File: src/rtl/mm_result_ctrl.sv
// Display-mode controller for the multimeter result stage: button edges drive source select,
// clear pulses and the hold gate; a per-source timeout flags a stale display.
module mm_result_ctrl #(
  parameter int CLR_CYCLES  = 2,
  parameter int TIMEOUT_CYC = 1_000_000
) (
  input  logic       clk,
  input  logic       rst,
  input  logic       mode_btn_i,
  input  logic       hold_btn_i,
  input  logic       clr_btn_i,
  input  logic       upd_val_i,
  input  logic       upd_fir_i,
  input  logic       upd_rms_i,
  input  logic       upd_iir_i,
  output logic [1:0] din_sel_o,
  output logic       clr_o,
  output logic       upd_en_o,
  output logic       hold_o,
  output logic       stale_o,
  output logic [1:0] state_o
);

  localparam int CW = (CLR_CYCLES > 1) ? $clog2(CLR_CYCLES) : 1;
  localparam int TW = $clog2(TIMEOUT_CYC);
  localparam logic [CW-1:0] CLR_LAST = CW'(CLR_CYCLES - 1);
  localparam logic [TW-1:0] TO_LAST  = TW'(TIMEOUT_CYC - 1);

  typedef enum logic [1:0] {
    ST_RUN   = 2'd0,
    ST_CLEAR = 2'd1,
    ST_WAIT  = 2'd2,
    ST_HOLD  = 2'd3
  } state_t;

  state_t        r_state;
  logic [1:0]    r_din_sel;
  logic [CW-1:0] r_clr_cnt;
  logic [TW-1:0] r_to_cnt;
  logic          r_stale;
  logic          r_mode_prev;
  logic          r_hold_prev;
  logic          r_clr_prev;

  logic w_mode_edge;
  logic w_hold_edge;
  logic w_clr_edge;
  logic w_sel_upd;
  logic w_to_hit;

  // prev registers reset high so a button held through reset yields no edge
  assign w_mode_edge = mode_btn_i & ~r_mode_prev;
  assign w_hold_edge = hold_btn_i & ~r_hold_prev;
  assign w_clr_edge  = clr_btn_i  & ~r_clr_prev;
  assign w_to_hit    = (r_to_cnt == TO_LAST) & ~w_sel_upd;

  always_comb begin
    w_sel_upd = 1'b0;
    case (r_din_sel)
      2'b00:   w_sel_upd = upd_val_i;
      2'b01:   w_sel_upd = upd_fir_i;
      2'b10:   w_sel_upd = upd_rms_i;
      default: w_sel_upd = upd_iir_i;
    endcase
  end

  always_ff @(posedge clk) begin
    if (rst) begin
      r_state     <= ST_RUN;
      r_din_sel   <= 2'b00;
      r_clr_cnt   <= '0;
      r_to_cnt    <= '0;
      r_stale     <= 1'b0;
      r_mode_prev <= 1'b1;
      r_hold_prev <= 1'b1;
      r_clr_prev  <= 1'b1;
    end else begin
      r_mode_prev <= mode_btn_i;
      r_hold_prev <= hold_btn_i;
      r_clr_prev  <= clr_btn_i;

      // timeout runs in RUN/WAIT, is cleared in CLEAR and frozen in HOLD
      if (r_state == ST_RUN || r_state == ST_WAIT) begin
        if (w_sel_upd) begin
          r_to_cnt <= '0;
          r_stale  <= 1'b0;
        end else if (r_to_cnt == TO_LAST) begin
          r_stale  <= 1'b1;
        end else begin
          r_to_cnt <= r_to_cnt + 1'b1;
        end
      end else if (r_state == ST_CLEAR) begin
        r_to_cnt <= '0;
        r_stale  <= 1'b0;
      end

      case (r_state)
        ST_RUN, ST_HOLD: begin
          if (w_mode_edge) begin
            r_din_sel <= r_din_sel + 2'd1;
            r_clr_cnt <= '0;
            r_state   <= ST_CLEAR;
          end else if (w_clr_edge) begin
            r_clr_cnt <= '0;
            r_state   <= ST_CLEAR;
          end else if (w_hold_edge) begin
            r_state   <= (r_state == ST_RUN) ? ST_HOLD : ST_RUN;
          end
        end
        ST_CLEAR: begin
          if (r_clr_cnt == CLR_LAST) begin
            r_state <= ST_WAIT;
          end else begin
            r_clr_cnt <= r_clr_cnt + 1'b1;
          end
        end
        default: begin
          if (w_mode_edge) begin
            r_din_sel <= r_din_sel + 2'd1;
            r_clr_cnt <= '0;
            r_state   <= ST_CLEAR;
          end else if (w_clr_edge) begin
            r_clr_cnt <= '0;
            r_state   <= ST_CLEAR;
          end else if (w_sel_upd || w_to_hit) begin
            r_state   <= ST_RUN;
          end
        end
      endcase
    end
  end

  assign din_sel_o = r_din_sel;
  assign clr_o     = (r_state == ST_CLEAR);
  assign upd_en_o  = (r_state == ST_RUN) || (r_state == ST_WAIT);
  assign hold_o    = (r_state == ST_HOLD);
  assign stale_o   = r_stale;
  assign state_o   = r_state;

endmodule
File: config.mk
export PLATFORM = sky130hd
export DESIGN_NAME = mm_result_ctrl
export DESIGN_NICKNAME = d
export VERILOG_FILES = /design/src/rtl/mm_result_ctrl.sv
export SDC_FILE = /design/constraint.sdc
export NUM_CORES = 1
export LEC_CHECK = 0
export CORE_MARGIN = 2
export CORE_UTILIZATION = 35
export CTS_BUF_LIST = sky130_fd_sc_hd__clkbuf_16
export DETAILED_ROUTE_END_ITERATION = 7
export GPL_ROUTABILITY_DRIVEN = 0
export PLACE_DENSITY = 0.62
export SYNTH_ARGS = -nofsm -noshare
export SYNTH_HDL_FRONTEND = slang
export SYNTH_SLANG_ARGS = --single-unit
File: constraint.sdc
create_clock -name clk -period 3.7 [get_ports clk]
set_input_delay 0.555 -clock clk [delete_from_list [all_inputs] [get_ports clk]]
set_output_delay 0.555 -clock clk [all_outputs]
set_load 0.02 [all_outputs]
# [Yosys cells after proc, flatten, opt, wreduce, memory -nomap -nowiden]
# Index checks and enable logic that the tools add are counted.
[classes] n_reduce_logical=12 bitwise_logic=9 muxes=22 eq_ne=10 add_sub_neg=3
[op_table] cell="$mux 20" count=4
[op_table] cell="$add 20x1->20 const B" count=1
[op_table] cell="$eq 20x20->1 const B" count=1
[op_table] cell="$mux 2" count=8
[op_table] cell="$mux 1" count=8
[op_table] cell="$eq 2x2->1 const B" count=3
[op_table] cell="$reduce_and 2->1" count=3
[op_table] cell="$not 1->1" count=5
[op_table] cell="$reduce_bool 5->1" count=1
[op_table] cell="$and 1x1->1" count=4
[op_table] cell="$eq 2x1->1 const B" count=2
[op_table] cell="$logic_not 2->1" count=2
[op_table] cell="$ne 4x4->1 const B" count=1
[op_table] cell="$pmux 2 s2" count=1
[op_table] cell="$ne 3x1->1 const B" count=1
[op_table] cell="$ne 3x3->1 const B" count=1
[op_table] cell="$pmux 1 s3" count=1
[op_table] cell="$reduce_and 3->1" count=1
[op_table] cell="$reduce_bool 3->1" count=1
[op_table] cell="$add 2x1->2 const B" count=1
[op_table] cell="$logic_or 1x1->1" count=2
[op_table] cell="$ne 2x1->1 const B" count=1
[op_table] cell="$reduce_bool 2->1" count=1
[op_table] cell="$reduce_or 2->1" count=1
[op_table] cell="$add 1x1->1 const B" count=1
[word_totals] ff_bits=29 wordCells=64

# [Logic depth before layout (Yosys ltp)]
# Gate-level depths: netlist of the first run.
[depth] word_depth=9 ltp_mapped=8

# [Worst setup path before layout of the first run]
# OpenSTA, ideal clock, no wires.
[synth_path] path_type="register -> register" start="register r_to_cnt[12]" end="register r_to_cnt[5]" path_slack_ps=1567 stages_incl_launch_ff=7 arrival_time_ps=2005 path_buffers=1 period_less_slack_ps=2133 path_cell_list="dfxtp_1 or4b_2 or4_1 buf_2 o211ai_4 xor2_1 nor2_1"
[synth_via] elab_chain_cells=3
[synth_rtl] element="start: declaration" line_no="39" rtl="logic [TW-1:0] r_to_cnt;"
[synth_rtl] element="start signal: assignment" line_no="90" rtl="r_to_cnt <= r_to_cnt + 1'b1;"
[synth_rtl] element="$eq 20x20->1" line_no="87" rtl="end else if (r_to_cnt == TO_LAST) begin"
[synth_rtl] element="$ne 3x3->1 (no line)"
[synth_rtl] element="$reduce_and 2->1 (no line)"
# Every way passes these cells.
# A chain may end at the register's enable or synchronous reset.

# [Worst setup path in the final report of the first run]
[layout_path] start="register r_state[1], in the netlist state_o[1]" end="output port upd_en_o"
[layout_via] elab_chain_cells=2 elab_cells_between_ends=3 classes_between="eq/ne: 1; reduce/logical: 2"
[layout_rtl] element="start: declaration" line_no="36" rtl="state_t r_state;"
[layout_rtl] element="start signal: assignment" line_no="107" rtl="r_state <= (r_state == ST_RUN) ? ST_HOLD : ST_RUN;"
[layout_rtl] element="$eq 2x2->1 / $logic_not 2->1 (equally long branches)" line_no="135" rtl="assign upd_en_o = (r_state == ST_RUN) || (r_state == ST_WAIT);"
[layout_rtl] element="$logic_or 1x1->1 *" line_no="135"
[layout_rtl] element="end: declaration" line_no="18" rtl="output logic upd_en_o,"
# Mark *: on every way between the ends. The rest lies on a longest branch, timed or not.

==> impl_metrics.json, run 1 <==
{
  "core_area_um2": 4290,
  "hold_viol": 0,
  "min_path_cells": 2,
  "met3_length_um": 83,
  "dp_hpwl_mm": 2.19,
  "cts_buffers": 5,
  "start_util_pct": 36.1,
  "die_area_um2": 4970,
  "nNetsFinal": 218,
  "hp-start": "stale_o$_SDFFE_PP0P_",
  "hold_class": "flip-flop to flip-flop",
  "cts-resized-gates": 0,
  "grt_use_total_pct": 13.5,
  "synth_top_area_share_pct": 37.5,
  "worstSkewPairLatency_ps": 270,
  "cp.arrival_ps": 1900,
  "regToRegSetupSlack_ps": 1290,
  "fin_crit_sh_pct": 66.4,
  "critPathRequiredTime_ps": 3140,
  "filler_cell_count": 429,
  "reg2reg_to": "r_to_cnt[5]$_SDFFE_PP0P_",
  "portBuffers": 16,
  "post_drt_wl_per_cell_um": 12.1,
  "highest_layer": "met4",
  "cts_root_buf": "clkbuf_16",
  "startpoint_type": "flip-flop",
  "grt_pass1_vias": 1217,
  "relSlewSlack_pct": 49.6,
  "synthToLayoutAreaGrowth_pct": 22.2,
  "yosysUniqueCellTypes": 38,
  "cts_setup_buffers": 0,
  "final-max-slew-violation-count": 0,
  "drc": 0,
  "wl_met1_mm": 1.57,
  "worst_pin_slew_ps": 757,
  "critPathMaxFanout": 6,
  "cp-end-kind": "primary output",
  "synth_common_cells": "dfxtp_1 (29), nor2_1 (24), nand3_1 (13)",
  "synthesis.area_um2": 1550,
  "vias": 1281,
  "cts_hold_buf": 0,
  "path_cells": "inv_1 > ha_1 > nor2_1 > inv_1 > clkdlybuf4s50_1",
  "grt_pass1_wl_mm": 5.42,
  "power_density_nw_per_um2": 486,
  "critPathMaxStageDelay_ps": 540,
  "clk_pin_slew_ps": 50,
  "met2RoutedLength_mm": 1.35,
  "rsz0062_at_grt": "no",
  "synth_edf_count": 0,
  "crit_type": "flip-flop to primary output",
  "cts_buffer_depth": 2,
  "p_leak_nw": 0.675,
  "whs_ps": 472,
  "fin_crit_ps": 2460,
  "synth_area_leaders": "dfxtp_1 (37%), ha_1 (8.1%), nor2_1 (5.8%), xor2_1 (4.5%), nand3_1 (4.2%)",
  "die_y_um": 70.5,
  "r2r.worst_path.cells": 5,
  "grt_antenna_before_repair": 0,
  "setup_tns_ps": 0,
  "drive_gt1_share_pct": 8.00,
  "post-route-util_pct": 44.1,
  "io-pin-count": 17,
  "routed_wirelength_mm": 3.05,
  "status": "finished clean",
  "rows": 24,
  "first_pass_iters": 4,
  "synthCells": 181,
  "ys_ff_latch": 29,
  "die_w_um": 70.5,
  "setup_viol": 0,
  "yosys_most_used_dff": "dfxtp_1",
  "yosysTopAreaCell": "dfxtp_1",
  "cp_common_cell": "inv_1",
  "total_power_w": 0.000919,
  "antenna_cells": 0,
  "routed_via_density": 5.08,
  "clock_sinks": 29,
  "ys_seq_area_share_pct": 37.5,
  "multi_input_area_um2": 907,
  "vdd.ir_drop.worst_v": 0.000243,
  "h-tree-depth": 2,
  "overflow": 0,
  "synth_fp_nets": 200,
  "cpMaxStageDelayCell": "clkdlybuf4s50_1",
  "cts_tree": "yes",
  "grt_max_degree": 21,
  "synth_most_common_cell": "dfxtp_1",
  "seq_area_um2": 581,
  "r2r-start": "r_to_cnt[13]$_SDFFE_PP0P_",
  "drt-initial-drc-count": 59,
  "avgSynthCellArea_um2": 8.56,
  "drv_cap": 0,
  "ys_async_sr_fraction_pct": 0,
  "yosys_warnings": 0,
  "fmax_mhz": 407,
  "clock_skew_ps": 6.62,
  "drtAntennaViolNets": 0,
  "min_to": "stale_o$_SDFFE_PP0P_"
}
-- layer usage --
metal / vias to the layer above / GRT usage [%]
li1: 678 / -
met2: 15 / 20.6
met4: 0 / 4.49
met3: 4 / 3.90
met5: - / 0
met1: 584 / 18.4
-- worst max path at each step --
stage	from	end	slack, ps	cells after the start
2_1_floorplan	r_to_cnt[12]$_SDFFE_PP0P_	r_to_cnt[5]$_SDFFE_PP0P_	1570	6
3_3_place_gp	upd_fir_i	r_to_cnt[19]$_SDFFE_PP0P_	1180	6
3_5_place_dp	upd_rms_i	r_to_cnt[19]$_SDFFE_PP0P_	1140	6
4_1_cts	state_o[0]$_SDFFE_PP0P_	upd_en_o	1230	5
5_1_grt	state_o[0]$_SDFFE_PP0P_	upd_en_o	1130	5
6_report	state_o[1]$_SDFFE_PP0P_	upd_en_o	1240	5
-- kinds of logic after synthesis --
kind of cell / share of synthesized area [%]
adders and majority gates: 8.08
DFF: 37.5
buffers and inverters: 3.96
and+or+nand+nor: 27.7
AOI/OAI and AO/OA: 14.9
xor gates and xnor gates: 7.92
-- cells in the final DEF (no fill, tap or decap), types with 2 or more instances in the layout --
cell type / count
xnor2_1: 6
ha_1: 10
nor2b_1: 4
nand3_1: 13
nand2b_1: 3
dfxtp_1: 29
xor2_1: 8
nor2_1: 24
o211ai_1: 2
o21ai_0: 5
or3_1: 4
nor4_1: 3
a21oi_1: 12
inv_1: 12
nand4_1: 6
o31ai_1: 4
clkdlybuf4s50_1: 16
clkinv_2: 2
clkbuf_16: 5
a211oi_1: 2
or4_1: 4
or2_2: 3
nand2_1: 8
-- state kept, by name, summed over array words and instances (netlist names) --
signal,flops
r_clr_cnt,1
r_mode_prev,1
stale_o,1
r_hold_prev,1
din_sel_o,2
state_o,2
r_to_cnt,20
r_clr_prev,1
-- area by class of cell --
type | instances | area share, %
clock buffer | 5 | 6.61
timing repair buffer | 16 | 8.46
clock inverter | 3 | 0.727
tap | 52 | 3.44
sequential | 29 | 30.7
multi-input combinational | 136 | 47.9
inverter | 11 | 2.18
-- where the power goes --
group	leakage (nW)	switching [W]	total [W]	internal, W
Combinational	0.365	0.000110	0.000198	0.0000873
Clock	0.0748	0.000131	0.000374	0.000243
Sequential	0.235	0.0000172	0.000348	0.000330
Total	0.675	0.000259	0.000919	0.000661
-- metrics by stage --
step	std cells	setup slack [ps]	cell area [um^2]
CTS	252	1230	1890
global placement	244	1180	1750
finish	252	1240	1890
global route	252	1130	1890
floorplan	181	1570	1550
detailed placement	244	1140	1750
-- worst max-delay path, delay by kind of cell, from the launching register on --
family	cells	cell delay [ps]
buf+inv	3	710
flops	1	410
simple gates	1	290
fa+ha+maj	1	210
Note: power is estimated with default switching activity, not from simulation.
==> run 2: changes to the inputs <==
Clock period 3.7 ns to 2.5 ns, I/O delays scaled along.
==> run 2 against run 1 <==
Worst setup slack lost 1100 ps. Core utilization grew 1.8 points. Sequential power grew 48%. Combinational power grew 56%. Final area grew 4.0%. Sequential cell count is the same. Sequential share of layout area shrank 1.2 points. Wire length grew 8.1%. Critical path depth is the same.
==> impl_metrics.json, run 2 (synthesized netlist as in run 1, its figures left out) <==
{
  "first_pass_iters": 4,
  "power_density_nw_per_um2": 760,
  "setup_slack_ps": 176,
  "worstSkewPairLatency_ps": 270,
  "routed_wirelength_mm": 3.30,
  "post-route-util_pct": 45.9,
  "setup_viol": 0,
  "portBuffers": 16,
  "routed_via_density": 5.18,
  "antenna_cells": 0,
  "final-max-slew-violation-count": 0,
  "h-tree-depth": 2,
  "hold_viol": 0,
  "cts_root_buf": "clkbuf_16",
  "critPathMaxStageDelay_ps": 550,
  "p_leak_nw": 0.709,
  "vias": 1336,
  "status": "finished clean",
  "die_area_um2": 4970,
  "post-place-ws_ps": 188,
  "vdd.ir_drop.worst_v": 0.000472,
  "hp-start": "r_clr_cnt$_SDFFE_PP0P_",
  "layout_commonest_cell": "dfxtp_1",
  "relSlewSlack_pct": 54.2,
  "clock_skew_ps": 4.36,
  "die_y_um": 70.5,
  "critPathTopFamily": "buffers and inverters",
  "rows": 24,
  "crit_type": "flip-flop to primary output",
  "nNetsFinal": 224,
  "r2r-start": "r_to_cnt[12]$_SDFFE_PP0P_",
  "fmax_mhz": 430,
  "grt_antenna_before_repair": 0,
  "drtAntennaViolNets": 0,
  "grt_pass1_vias": 1297,
  "io-pin-count": 17,
  "overflow": 0,
  "cts_buffers": 5,
  "cp-end-kind": "primary output",
  "critPathRequiredTime_ps": 2120,
  "regMostFlops": "r_to_cnt",
  "startpoint": "state_o[1]$_SDFFE_PP0P_",
  "cp.arrival_ps": 1950,
  "dp_hpwl_mm": 2.46,
  "drv_cap": 0,
  "post_drt_wl_per_cell_um": 12.8,
  "mostFrequentLayoutCells": "dfxtp_1 (29), nor2_1 (24), clkdlybuf4s50_1 (16), nand3_1 (13), a21oi_1 (12)",
  "worst_pin_slew_ps": 680,
  "start_util_pct": 36.1,
  "cpMaxStageDelayCell": "clkdlybuf4s50_1",
  "core_area_um2": 4290,
  "path_cells": "inv_1 > ha_1 > nor2_1 > inv_1 > clkdlybuf4s50_1",
  "critPathMaxFanout": 6,
  "die_w_um": 70.5,
  "grt_use_total_pct": 15.1,
  "grt_pass1_wl_mm": 5.93,
  "grt_max_degree": 12,
  "cp_common_cell": "inv_1",
  "cts_tree": "yes",
  "fin_crit_sh_pct": 93.0,
  "multi_input_area_um2": 911,
  "clk_pin_slew_ps": 50,
  "crit_buf_inv": 3,
  "setup_tns_ps": 0,
  "cts_buffer_depth": 2,
  "startpoint_type": "flip-flop",
  "cts_setup_buffers": 0,
  "drive_gt1_share_pct": 11.2,
  "largest_reg_flops": 20,
  "fin_crit_ps": 2320,
  "clock_sinks": 29,
  "seq_area_um2": 581,
  "synthToLayoutAreaGrowth_pct": 27.1,
  "filler_cell_count": 406,
  "hold_class": "flip-flop to flip-flop",
  "drc": 0,
  "drt-initial-drc-count": 106,
  "rsz0062_at_grt": "no"
}
-- run 2: cell count changes in the layout (fill, tap and decap cells not counted), sizes merged --
| cell | previous run | this run |
|---|---|---|
| buf | 0 | 6 |
| bufinv | 0 | 1 |
| clkinv | 2 | 1 |
| clkinvlp | 0 | 1 |
| inv | 12 | 11 |
-- run 2: final timing paths --
check / to / slack [ps] / cells past startpoint
worst max-delay path: upd_en_o / 180 / 5
worst max register to register: r_to_cnt[7]$_SDFFE_PP0P_ / 320 / 5
worst min register to register: r_clr_cnt$_SDFFE_PP0P_ / 480 / 2
worst min-delay path: r_clr_cnt$_SDFFE_PP0P_ / 480 / 2
-- run 2: worst register-to-register path, delay by kind of cell, from the launching register on --
family / cells / cell delay (ps)
simple gates: 3 / 1400
flops: 1 / 330
compound gates: 2 / 340
-- run 2: final cells by class --
| cell class | instances | area share, % |
|---|---|---|
| timing repair buffer | 22 | 10.4 |
| tap | 52 | 3.30 |
| inverter | 11 | 2.10 |
| clock buffer | 5 | 6.35 |
| clock inverter | 3 | 2.10 |
| sequential | 29 | 29.5 |
| multi-input combinational | 136 | 46.3 |
-- run 2: timing repair --
item                                    in CTS  in global routing
hold buffers                                 0                  0
endpoints found under the setup margin       0                  1
resized for setup                            0                  1
-- run 2: through the flow --
step           hold slack [ps]  std cells  instance area, um^2  power, W
3_5_place_dp               473        250                 1800  0.000832
6_report                   478        258                 1970   0.00150
2_1_floorplan              448        181                 1550  0.000720
4_1_cts                    484        258                 1970   0.00151
5_1_grt                    502        258                 1970   0.00157
3_3_place_gp               457        250                 1800  0.000833
-- run 2: per-layer routing --
metal  vias to the layer above  global-route usage, %  routed length, um
met4                         0                   7.26                 51
met1                       632                   20.3               1720
met2                        12                   22.0               1460
li1                        690                      -                  -
met5                         -                      0                  0
met3                         2                   4.33                 61
-- run 2: report_power, final --
part           total (W)  switching, W  internal, W
clock network   0.000675      0.000209     0.000465
logic           0.000308      0.000169     0.000139
registers       0.000514     0.0000256     0.000488
total            0.00150      0.000404      0.00109
